### config.mk
export PLATFORM = sky130hd
export DESIGN_NAME = pc_sequencer
export DESIGN_NICKNAME = d
export VERILOG_FILES = /design/src/rtl/pc_sequencer_pkg.sv /design/src/rtl/pc_sequencer_ras.sv /design/src/rtl/pc_sequencer.sv
export SDC_FILE = /design/constraint.sdc
export NUM_CORES = 1
export LEC_CHECK = 0
export ABC_AREA = 0
export CAP_MARGIN = 5
export CORE_MARGIN = 3
export CORE_UTILIZATION = 42
export CTS_BUF_LIST = sky130_fd_sc_hd__clkbuf_8
export DETAILED_ROUTE_END_ITERATION = 16
export DONT_BUFFER_PORTS = 1
export PLACE_DENSITY_LB_ADDON = 0.08
export SYNTH_ARGS = -nofsm -noshare
export SYNTH_HDL_FRONTEND = slang
export SYNTH_SLANG_ARGS = --single-unit
### constraint.sdc
create_clock -name clk -period 12.2 [get_ports clk]
set_input_delay 3.66 -clock clk [delete_from_list [all_inputs] [get_ports clk]]
set_output_delay 3.66 -clock clk [all_outputs]
set_load 0.03 [all_outputs]
### src/rtl/pc_sequencer_pkg.sv
// Shared next-PC operation encodings and the default reset vector.
package pc_sequencer_pkg;

  localparam logic [2:0] NPC_PLUS4  = 3'b000;
  localparam logic [2:0] NPC_BRANCH = 3'b001;
  localparam logic [2:0] NPC_JUMP   = 3'b010;
  localparam logic [2:0] NPC_JAL    = 3'b011;
  localparam logic [2:0] NPC_JR     = 3'b100;
  localparam logic [2:0] NPC_RET    = 3'b101;

  localparam logic [31:0] DEFAULT_RESET_PC = 32'h0000_3000;

endpackage

### src/rtl/pc_sequencer_ras.sv
// Return-address stack: circular buffer whose pointer always addresses the
// current top entry. Pushing when full wraps onto the oldest entry, so the
// newest RAS_DEPTH return addresses are always kept.
module npc_ras #(
  parameter int AW        = 32,
  parameter int RAS_DEPTH = 4
) (
  input  logic          clk,
  input  logic          rstn,
  input  logic          push,
  input  logic          pop,
  input  logic [AW-1:0] din,
  output logic [AW-1:0] top,
  output logic          empty,
  output logic          full
);

  localparam int PW = (RAS_DEPTH > 1) ? $clog2(RAS_DEPTH) : 1;
  localparam int CW = $clog2(RAS_DEPTH + 1);

  logic [AW-1:0] stack_mem [RAS_DEPTH];
  logic [PW-1:0] top_ptr_reg;
  logic [CW-1:0] count_reg;
  logic [PW-1:0] ptr_inc;
  logic [PW-1:0] ptr_dec;

  // Power-of-two depth lets the pointer wrap naturally at its width.
  assign ptr_inc = PW'(top_ptr_reg + 1'b1);
  assign ptr_dec = PW'(top_ptr_reg - 1'b1);

  assign top   = stack_mem[top_ptr_reg];
  assign empty = (count_reg == '0);
  assign full  = (count_reg == CW'(RAS_DEPTH));

  // Entry storage: a push lands one slot above the top; push+pop replaces the top in place.
  always_ff @(posedge clk) begin
    if (push && !pop) begin
      stack_mem[ptr_inc] <= din;
    end else if (push && pop) begin
      stack_mem[top_ptr_reg] <= din;
    end
  end

  // Top pointer and occupancy: count saturates on push, pop of an empty stack is ignored.
  always_ff @(posedge clk or negedge rstn) begin
    if (!rstn) begin
      top_ptr_reg <= '0;
      count_reg   <= '0;
    end else if (push && !pop) begin
      top_ptr_reg <= ptr_inc;
      if (!full) begin
        count_reg <= CW'(count_reg + 1'b1);
      end
    end else if (pop && !push && !empty) begin
      top_ptr_reg <= ptr_dec;
      count_reg   <= CW'(count_reg - 1'b1);
    end
  end

endmodule

### src/rtl/pc_sequencer.sv
// Next-PC generator owning the core PC register: reset vector, stall,
// redirect, branches, jumps, register-indirect jumps and a return-address
// stack that predicts RET targets.
module pc_sequencer
  import pc_sequencer_pkg::*;
#(
  parameter int          AW        = 32,
  parameter logic [63:0] RESET_PC  = 64'(DEFAULT_RESET_PC),
  parameter int          RAS_DEPTH = 4
) (
  input  logic          clk,
  input  logic          rstn,
  input  logic          stall_i,
  input  logic          redirect_i,
  input  logic [AW-1:0] redirect_pc_i,
  input  logic [2:0]    npc_op_i,
  input  logic          br_taken_i,
  input  logic [25:0]   imm_i,
  input  logic [AW-1:0] rs_i,
  output logic [AW-1:0] pc_o,
  output logic [AW-1:0] pcplus4_o,
  output logic [AW-1:0] npc_o,
  output logic          ras_empty_o,
  output logic          ret_miss_o
);

  logic [AW-1:0] pc_reg;
  logic          ret_miss_reg;
  logic [AW-1:0] br_offset;
  logic [AW-1:0] br_target;
  logic [AW-1:0] jump_target;
  logic [AW-1:0] ras_top;
  logic          ras_empty;
  logic          ras_full_unused;
  logic          commit;
  logic          ras_push;
  logic          ras_pop;

  assign pcplus4_o = pc_reg + AW'(4);

  // Word offset sign-extended, then scaled to bytes.
  assign br_offset   = {{(AW-18){imm_i[15]}}, imm_i[15:0], 2'b00};
  assign br_target   = pcplus4_o + br_offset;
  assign jump_target = {pcplus4_o[AW-1:28], imm_i, 2'b00};

  // Only an unstalled, unredirected cycle may change the stack.
  assign commit   = !redirect_i && !stall_i;
  assign ras_push = commit && (npc_op_i == NPC_JAL);
  assign ras_pop  = commit && (npc_op_i == NPC_RET) && !ras_empty;

  // Next-PC select; unknown codes fall through to sequential execution.
  always_comb begin
    npc_o = pcplus4_o;
    case (npc_op_i)
      NPC_PLUS4:  npc_o = pcplus4_o;
      NPC_BRANCH: npc_o = br_taken_i ? br_target : pcplus4_o;
      NPC_JUMP:   npc_o = jump_target;
      NPC_JAL:    npc_o = jump_target;
      NPC_JR:     npc_o = rs_i;
      NPC_RET:    npc_o = ras_empty ? rs_i : ras_top;
      default:    npc_o = pcplus4_o;
    endcase
  end

  // PC register: redirect beats stall, stall beats the computed next PC.
  always_ff @(posedge clk or negedge rstn) begin
    if (!rstn) begin
      pc_reg <= AW'(RESET_PC);
    end else if (redirect_i) begin
      pc_reg <= redirect_pc_i;
    end else if (!stall_i) begin
      pc_reg <= npc_o;
    end
  end

  // Flag a committed RET whose stack prediction disagrees with the register operand.
  always_ff @(posedge clk or negedge rstn) begin
    if (!rstn) begin
      ret_miss_reg <= 1'b0;
    end else begin
      ret_miss_reg <= commit && (npc_op_i == NPC_RET) && !ras_empty && (ras_top != rs_i);
    end
  end

  // The full flag is informational here; overwrite-on-full is handled inside the stack.
  npc_ras #(
    .AW        (AW),
    .RAS_DEPTH (RAS_DEPTH)
  ) u_ras (
    .clk   (clk),
    .rstn  (rstn),
    .push  (ras_push),
    .pop   (ras_pop),
    .din   (pcplus4_o),
    .top   (ras_top),
    .empty (ras_empty),
    .full  (ras_full_unused)
  );

  assign pc_o        = pc_reg;
  assign ras_empty_o = ras_empty;
  assign ret_miss_o  = ret_miss_reg;

endmodule

==> results.json, run 1 <==
{
  "h-tree-depth": 4,
  "core-area_um2": 24500,
  "dpl_cell_area_um2": 11000,
  "io_buffer_count": 0,
  "synth_area_um2": 10500,
  "power_leakage_uw": 0.00419,
  "cts_setup_buffers": 0,
  "ys_ff_latch": 166,
  "ant_nets": 0,
  "layout_commonest_cell": "edfxtp_1",
  "multiInputGateArea_um2": 5360,
  "clkPwrFrac": 0.214,
  "drv_cap": 0,
  "clkSlewWorstSetupHoldPaths_ns": 0.10,
  "power_frac_comb": 0.410,
  "fp.dieW_um": 164,
  "holdBufCountCts": 0,
  "status": "finished clean",
  "critPathMaxStageDelay_ns": 0.45,
  "cts-buffers-inserted": 17,
  "hold_path_class": "flop to flop",
  "p_per_area_nw_per_um2": 171,
  "slew_violations": 0,
  "drcViolationCount": 0,
  "syn2layout_area_growth_pct": 7.74,
  "clock_skew_ns": 0.0196,
  "crit_chain": "ha_1 -> inv_1 -> fa_1 -> nor2b_1 -> o211ai_1 -> a21boi_1 -> o2111ai_1 -> a31oi_1 -> a31o_2 -> a21oi_1 -> mux2i_1 -> o32ai_1 -> nand2_1",
  "drt_first_pass_iters": 6,
  "cp-startpoint": "imm_i[0]",
  "grt_pass1_wl_mm": 49.2,
  "cts_buffer_depth": 2,
  "syn_avg_cell_area_um2": 11.1,
  "power_switching_uw": 793,
  "final_cell_mix": "128 x edfxtp_1, 99 x nand2_1, 72 x a21oi_1, 70 x xnor2_1, 47 x o21ai_0",
  "drt-total-wl_mm": 33.3,
  "dpl.cell_count": 1259,
  "worstMarginPinSlew_ns": 1.21,
  "hp-start": "u_ras.count_reg[2]",
  "drive_gt1_frac": 0.140,
  "worstSetupStartpointType": "input port",
  "antenna_found_initial": 0,
  "syn_inst": 952,
  "grt_start_max_net_pins": 66,
  "io_pins": 196,
  "setup_violations": 0,
  "ys_seq_area_frac": 0.455,
  "finalSetupTns_ns": 0,
  "crit_required_ns": 8.54,
  "design_area_um2": 11400,
  "r2r_start": "pc_o[2]",
  "internal-power_uw": 1150,
  "synth_edf_count": 128,
  "clock-root-buffer": "clkbuf_8",
  "grt_setup_unrepaired": "false",
  "crit_arrival_ns": 6.63,
  "cts_resized": 0,
  "p_seq_frac": 0.376,
  "place_congestion": 0.850,
  "hpwl_mm": 24.5,
  "sw_frac_of_total": 0.409,
  "grt_overflow": 0,
  "wire_per_inst_um": 25.8,
  "relSlewSlack": 0.191,
  "grt_use_total": 0.249,
  "cts_tree": "built",
  "ys.flop_type": "edfxtp_1",
  "clock-sinks": 166,
  "fp.dieH_um": 164,
  "vias": 7644,
  "fill_cells": 2296,
  "stdcell_count": 1291,
  "ys_types": 78,
  "min_period_over_period": 0.843,
  "initial_core_util": 0.431,
  "core.rowCount": 57,
  "async_reset_ff_frac": 0.229,
  "largest_reg_flops": 128,
  "antenna_cells": 0,
  "syn-num-nets": 1087,
  "drt-initial-drc-count": 865,
  "dieArea_um2": 27000,
  "ir_worst_vdd_v": 0.0000715,
  "vias_per_cell": 5.92,
  "critPathCaptureType": "primary output",
  "min_period_ns": 10.29,
  "layout.nets": 1089,
  "synth_warnings": 0,
  "path_max_fanout": 3,
  "grt_pass1_vias": 7527,
  "fmax_mhz": 97.2,
  "crit_path_top_delay_cell": "a31oi_1",
  "regArea_um2": 4800,
  "clk_latency_ns": 0.47,
  "hold_viol": 0,
  "crit_type": "input port to primary output"
}
[critical path, delay by kind of cell]
family | cells | cell delay (ns)
compound gates | 7 | 1.76
buf+inv | 1 | 0.05
fa+ha+maj | 2 | 0.56
mux | 1 | 0.13
simple gates | 2 | 0.47
[power by group through the flow]
stage / Sequential, uW / Clock [uW] / Combinational, uW
floorplan: 712 / 0 / 634
global placement: 742 / 0 / 792
detailed placement: 742 / 0 / 793
CTS: 730 / 426 / 797
global route: 736 / 446 / 862
finish: 729 / 415 / 796
[per-layer routing]
| layer | routed length, um | track usage | part of all wire |
|---|---|---|---|
| met5 | 0 | 0 | 0 |
| met1 | 14500 | 0.344 | 0.43 |
| met2 | 15400 | 0.390 | 0.46 |
| met4 | 537 | 0.0618 | 0.016 |
| met3 | 2920 | 0.0690 | 0.088 |
[synth_stat cells (all sizes together), types with 3 or more instances]
master | instances | area share
nor2b | 11 | 0.0065
nor2 | 46 | 0.016
a221o | 6 | 0.0057
a31oi | 20 | 0.012
o211ai | 15 | 0.012
o31ai | 6 | 0.0047
and4 | 6 | 0.0052
a221oi | 5 | 0.0042
nand2b | 13 | 0.0077
edfxtp | 128 | 0.36
and3 | 8 | 0.0052
a211oi | 4 | 0.0028
a21oi | 77 | 0.038
a22oi | 3 | 0.0021
mux2i | 29 | 0.028
nor3 | 7 | 0.0033
nand3 | 15 | 0.0083
or2 | 5 | 0.0030
o21a | 13 | 0.0093
ha | 35 | 0.042
o21bai | 4 | 0.0028
mux4 | 32 | 0.072
and2 | 5 | 0.0034
nor4 | 3 | 0.0032
o22a | 11 | 0.0091
nand4 | 18 | 0.011
o21ai | 52 | 0.025
dfrtp | 36 | 0.085
a21o | 18 | 0.013
nand2 | 99 | 0.035
a222oi | 9 | 0.0085
inv | 33 | 0.012
buf | 22 | 0.013
xnor2 | 72 | 0.061
or3 | 5 | 0.0031
a22o | 8 | 0.0066
clkbuf | 31 | 0.016
xor2 | 16 | 0.014
o22ai | 4 | 0.0024
[stage by stage]
step / worst slack, ns / hold slack (ns) / total power [uW] / util
floorplan: 2.50 / 0.459 / 1350 / -
global placement: 2.03 / 0.503 / 1530 / 0.448
detailed placement: 2.01 / 0.501 / 1530 / 0.448
CTS: 1.96 / 0.514 / 1950 / 0.464
global route: 1.73 / 0.551 / 2040 / 0.464
finish: 1.91 / 0.528 / 1940 / 0.464
[final timing paths]
path | cells past startpoint | end | slack (ns)
max reg2reg | 14 | pc_o[27] | 6.95
min | 1 | u_ras.count_reg[2] | 0.53
max in group asynchronous | 0 | pc_o[12] | 9.13
max | 13 | npc_o[30] | 1.91
min in group asynchronous | 0 | pc_o[3] | 2.87
min reg2reg | 1 | u_ras.count_reg[2] | 0.53
[layout make-up]
cell class	count	area share
timing repair buffer	36	0.0238
multi-input combinational	699	0.471
inverter	34	0.0112
sequential	166	0.422
clock inverter	15	0.0149
clock buffer	17	0.0206
tap	324	0.0357
[kinds of logic after synthesis]
group / after synthesis / synth area share
AOI/OAI and AO/OA: 268 / 0.171
and+or+nand+nor: 245 / 0.115
DFF: 166 / 0.455
xor gates and xnor gates: 88 / 0.0745
buffers and inverters: 87 / 0.0405
muxes: 61 / 0.0991
adders and majority gates: 37 / 0.0453
No activity file was read; power rests on OpenSTA's default activity.
==> inputs of run 2 (changes only) <==
==> constraint.sdc (replaced) <==
create_clock -name clk -period 10.1 [get_ports clk]
set_input_delay 3.03 -clock clk [delete_from_list [all_inputs] [get_ports clk]]
set_output_delay 3.03 -clock clk [all_outputs]
set_load 0.03 [all_outputs]
==> run 2 against run 1 <==
  * Clock power is 14% higher
  * Sequential power is 21% higher
  * Sequential share of layout area barely moved
  * Non-clock buffer count up 2
  * Routed wire length increased by 1.0%
  * Combinational power is 21% higher
  * Highest routed layer unchanged
  * Count of clock-buffer cells in the layout did not move
  * Die area stayed put
==> results.json, run 2 (same netlist as run 1, synthesis figures left out) <==
{
  "drt-total-wl_mm": 33.7,
  "critPathMaxStageDelay_ns": 0.43,
  "core.rowCount": 57,
  "antenna_cells": 0,
  "drive_gt1_frac": 0.141,
  "layout.nets": 1091,
  "sw_frac_of_total": 0.414,
  "fp.dieH_um": 164,
  "dieArea_um2": 27000,
  "relSlewSlack": 0.213,
  "slew_violations": 0,
  "setup_violations": 0,
  "grt_use_total": 0.253,
  "vias": 7832,
  "cts_setup_buffers": 0,
  "status": "finished clean",
  "dpl.cell_count": 1261,
  "largest_reg_flops": 128,
  "drcViolationCount": 0,
  "grt_setup_unrepaired": "false",
  "drt_first_pass_iters": 5,
  "crit_required_ns": 7.07,
  "internal-power_uw": 1360,
  "clock-root-buffer": "clkbuf_8",
  "worstMarginPinSlew_ns": 1.18,
  "worstSetupStartpointType": "input port",
  "antenna_found_initial": 1,
  "initial_core_util": 0.431,
  "fp.dieW_um": 164,
  "syn2layout_area_growth_pct": 7.68,
  "fill_cells": 2279,
  "power_switching_uw": 960,
  "fmax_mhz": 111,
  "stdcell_count": 1293,
  "clk_latency_ns": 0.47,
  "hpwl_mm": 24.6,
  "cts_buffer_depth": 2,
  "ir_worst_vdd_v": 0.000129,
  "power_frac_comb": 0.416,
  "cts-buffers-inserted": 17,
  "finalSetupTns_ns": 0,
  "min_period_ns": 9.01,
  "critPathCaptureType": "primary output",
  "io_buffer_count": 0,
  "place_congestion": 0.899,
  "critPathTopFamily": "compound AO/OA/AOI/OAI gates",
  "final_cell_mix": "128 x edfxtp_1, 99 x nand2_1, 72 x a21oi_1, 70 x xnor2_1, 47 x o21ai_0",
  "io_pins": 196,
  "p_per_area_nw_per_um2": 204,
  "crit_path_top_delay_cell": "a31oi_1",
  "vias_per_cell": 6.06,
  "hold_viol": 0,
  "min_period_over_period": 0.892,
  "hold_path_class": "flop to flop",
  "clock-sinks": 166,
  "cts_resized": 0,
  "grt_pass1_wl_mm": 50.2,
  "core-area_um2": 24500,
  "wire_per_inst_um": 26.0,
  "crit_type": "input port to primary output",
  "grt_pass1_vias": 7815,
  "clock_skew_ns": 0.0192,
  "grt_start_max_net_pins": 66,
  "clkPwrFrac": 0.204,
  "path_max_fanout": 3,
  "grt_overflow": 0,
  "h-tree-depth": 4,
  "layout_commonest_cell": "edfxtp_1",
  "holdBufCountCts": 0,
  "clkSlewWorstSetupHoldPaths_ns": 0.10,
  "crit_chain": "ha_1 -> inv_1 -> fa_1 -> nor2b_1 -> o211ai_1 -> a21boi_1 -> o2111ai_1 -> a31oi_1 -> a31o_2 -> a21oi_1 -> mux2i_1 -> o32ai_1 -> nand2_1",
  "p_seq_frac": 0.380,
  "critPathBufInv": 1,
  "drv_cap": 0,
  "ant_nets": 0,
  "drt-initial-drc-count": 780,
  "crit_arrival_ns": 5.98,
  "cts_tree": "built",
  "power_leakage_uw": 0.00418
}
[run 2: cell count changes in the layout (fill, tap and decap cells not counted)]
cell / before / now
clkinv_8: 0 / 1
inv_8: 3 / 1
clkinvlp_4: 2 / 4
buf_4: 36 / 38
inv_6: 3 / 4
bufinv_16: 2 / 1
clkinv_4: 3 / 2
[run 2: cell type report]
type,count,area (um^2),share of cell area
Timing Repair Buffer,38,285,0.0251
Multi-Input combinational cell,699,5360,0.472
Sequential cell,166,4800,0.423
Clock buffer,17,234,0.0206
Inverter,34,128,0.0112
Tap cell,324,405,0.0357
Clock inverter,15,148,0.0130
[run 2: worst register-to-register path, cell delays in order, from the launching register on]
cell	delay (ns)
dfrtp_1	0.67
and4_1	0.42
and4_4	0.31
and3_1	0.34
nand3_1	0.17
xnor2_2	0.75
ha_1	0.48
a21o_1	0.19
a21o_2	0.20
a21oi_1	0.29
o21ai_2	0.12
xnor2_1	0.14
a31oi_1	0.76
mux2i_1	0.17
o21ai_1	0.16
[run 2: power by group through the flow]
stage	registers (uW)	clock network (uW)	logic [uW]
4_1_cts	882	486	964
6_report	882	474	964
2_1_floorplan	860	0	766
5_1_grt	889	518	1040
3_5_place_dp	897	0	958
3_3_place_gp	897	0	957
[run 2: path summary, 6_finish.rpt]
path | start | slack (ns) | depth (start not counted) | endpoint
min reg2reg | u_ras.count_reg[2] | 0.54 | 1 | u_ras.count_reg[2]
max reg2reg | pc_o[9] | 4.89 | 14 | pc_o[27]
max | imm_i[0] | 1.09 | 13 | npc_o[30]
max in group asynchronous | rstn | 7.66 | 0 | pc_o[12]
min | u_ras.count_reg[2] | 0.54 | 1 | u_ras.count_reg[2]
min in group asynchronous | rstn | 2.24 | 0 | ret_miss_o
[run 2: metrics by stage]
stage / util / power [uW] / instance area (um^2) / hold WS, ns / worst slack, ns
final: 0.464 / 2320 / 11400 / 0.542 / 1.09
after global placement: 0.449 / 1850 / 11000 / 0.505 / 1.18
after CTS: 0.464 / 2330 / 11400 / 0.534 / 1.12
after detailed placement: 0.449 / 1860 / 11000 / 0.515 / 1.15
after floorplan: - / 1630 / 10500 / 0.459 / 1.66
after global routing: 0.464 / 2450 / 11400 / 0.549 / 0.867
[run 2: routing by layer]
layer	up-vias	track usage	part of all wire
met5	-	0	0
met4	0	0.0576	0.015
met3	25	0.0642	0.081
met2	314	0.398	0.47
met1	3881	0.354	0.44
li1	3612	-	-
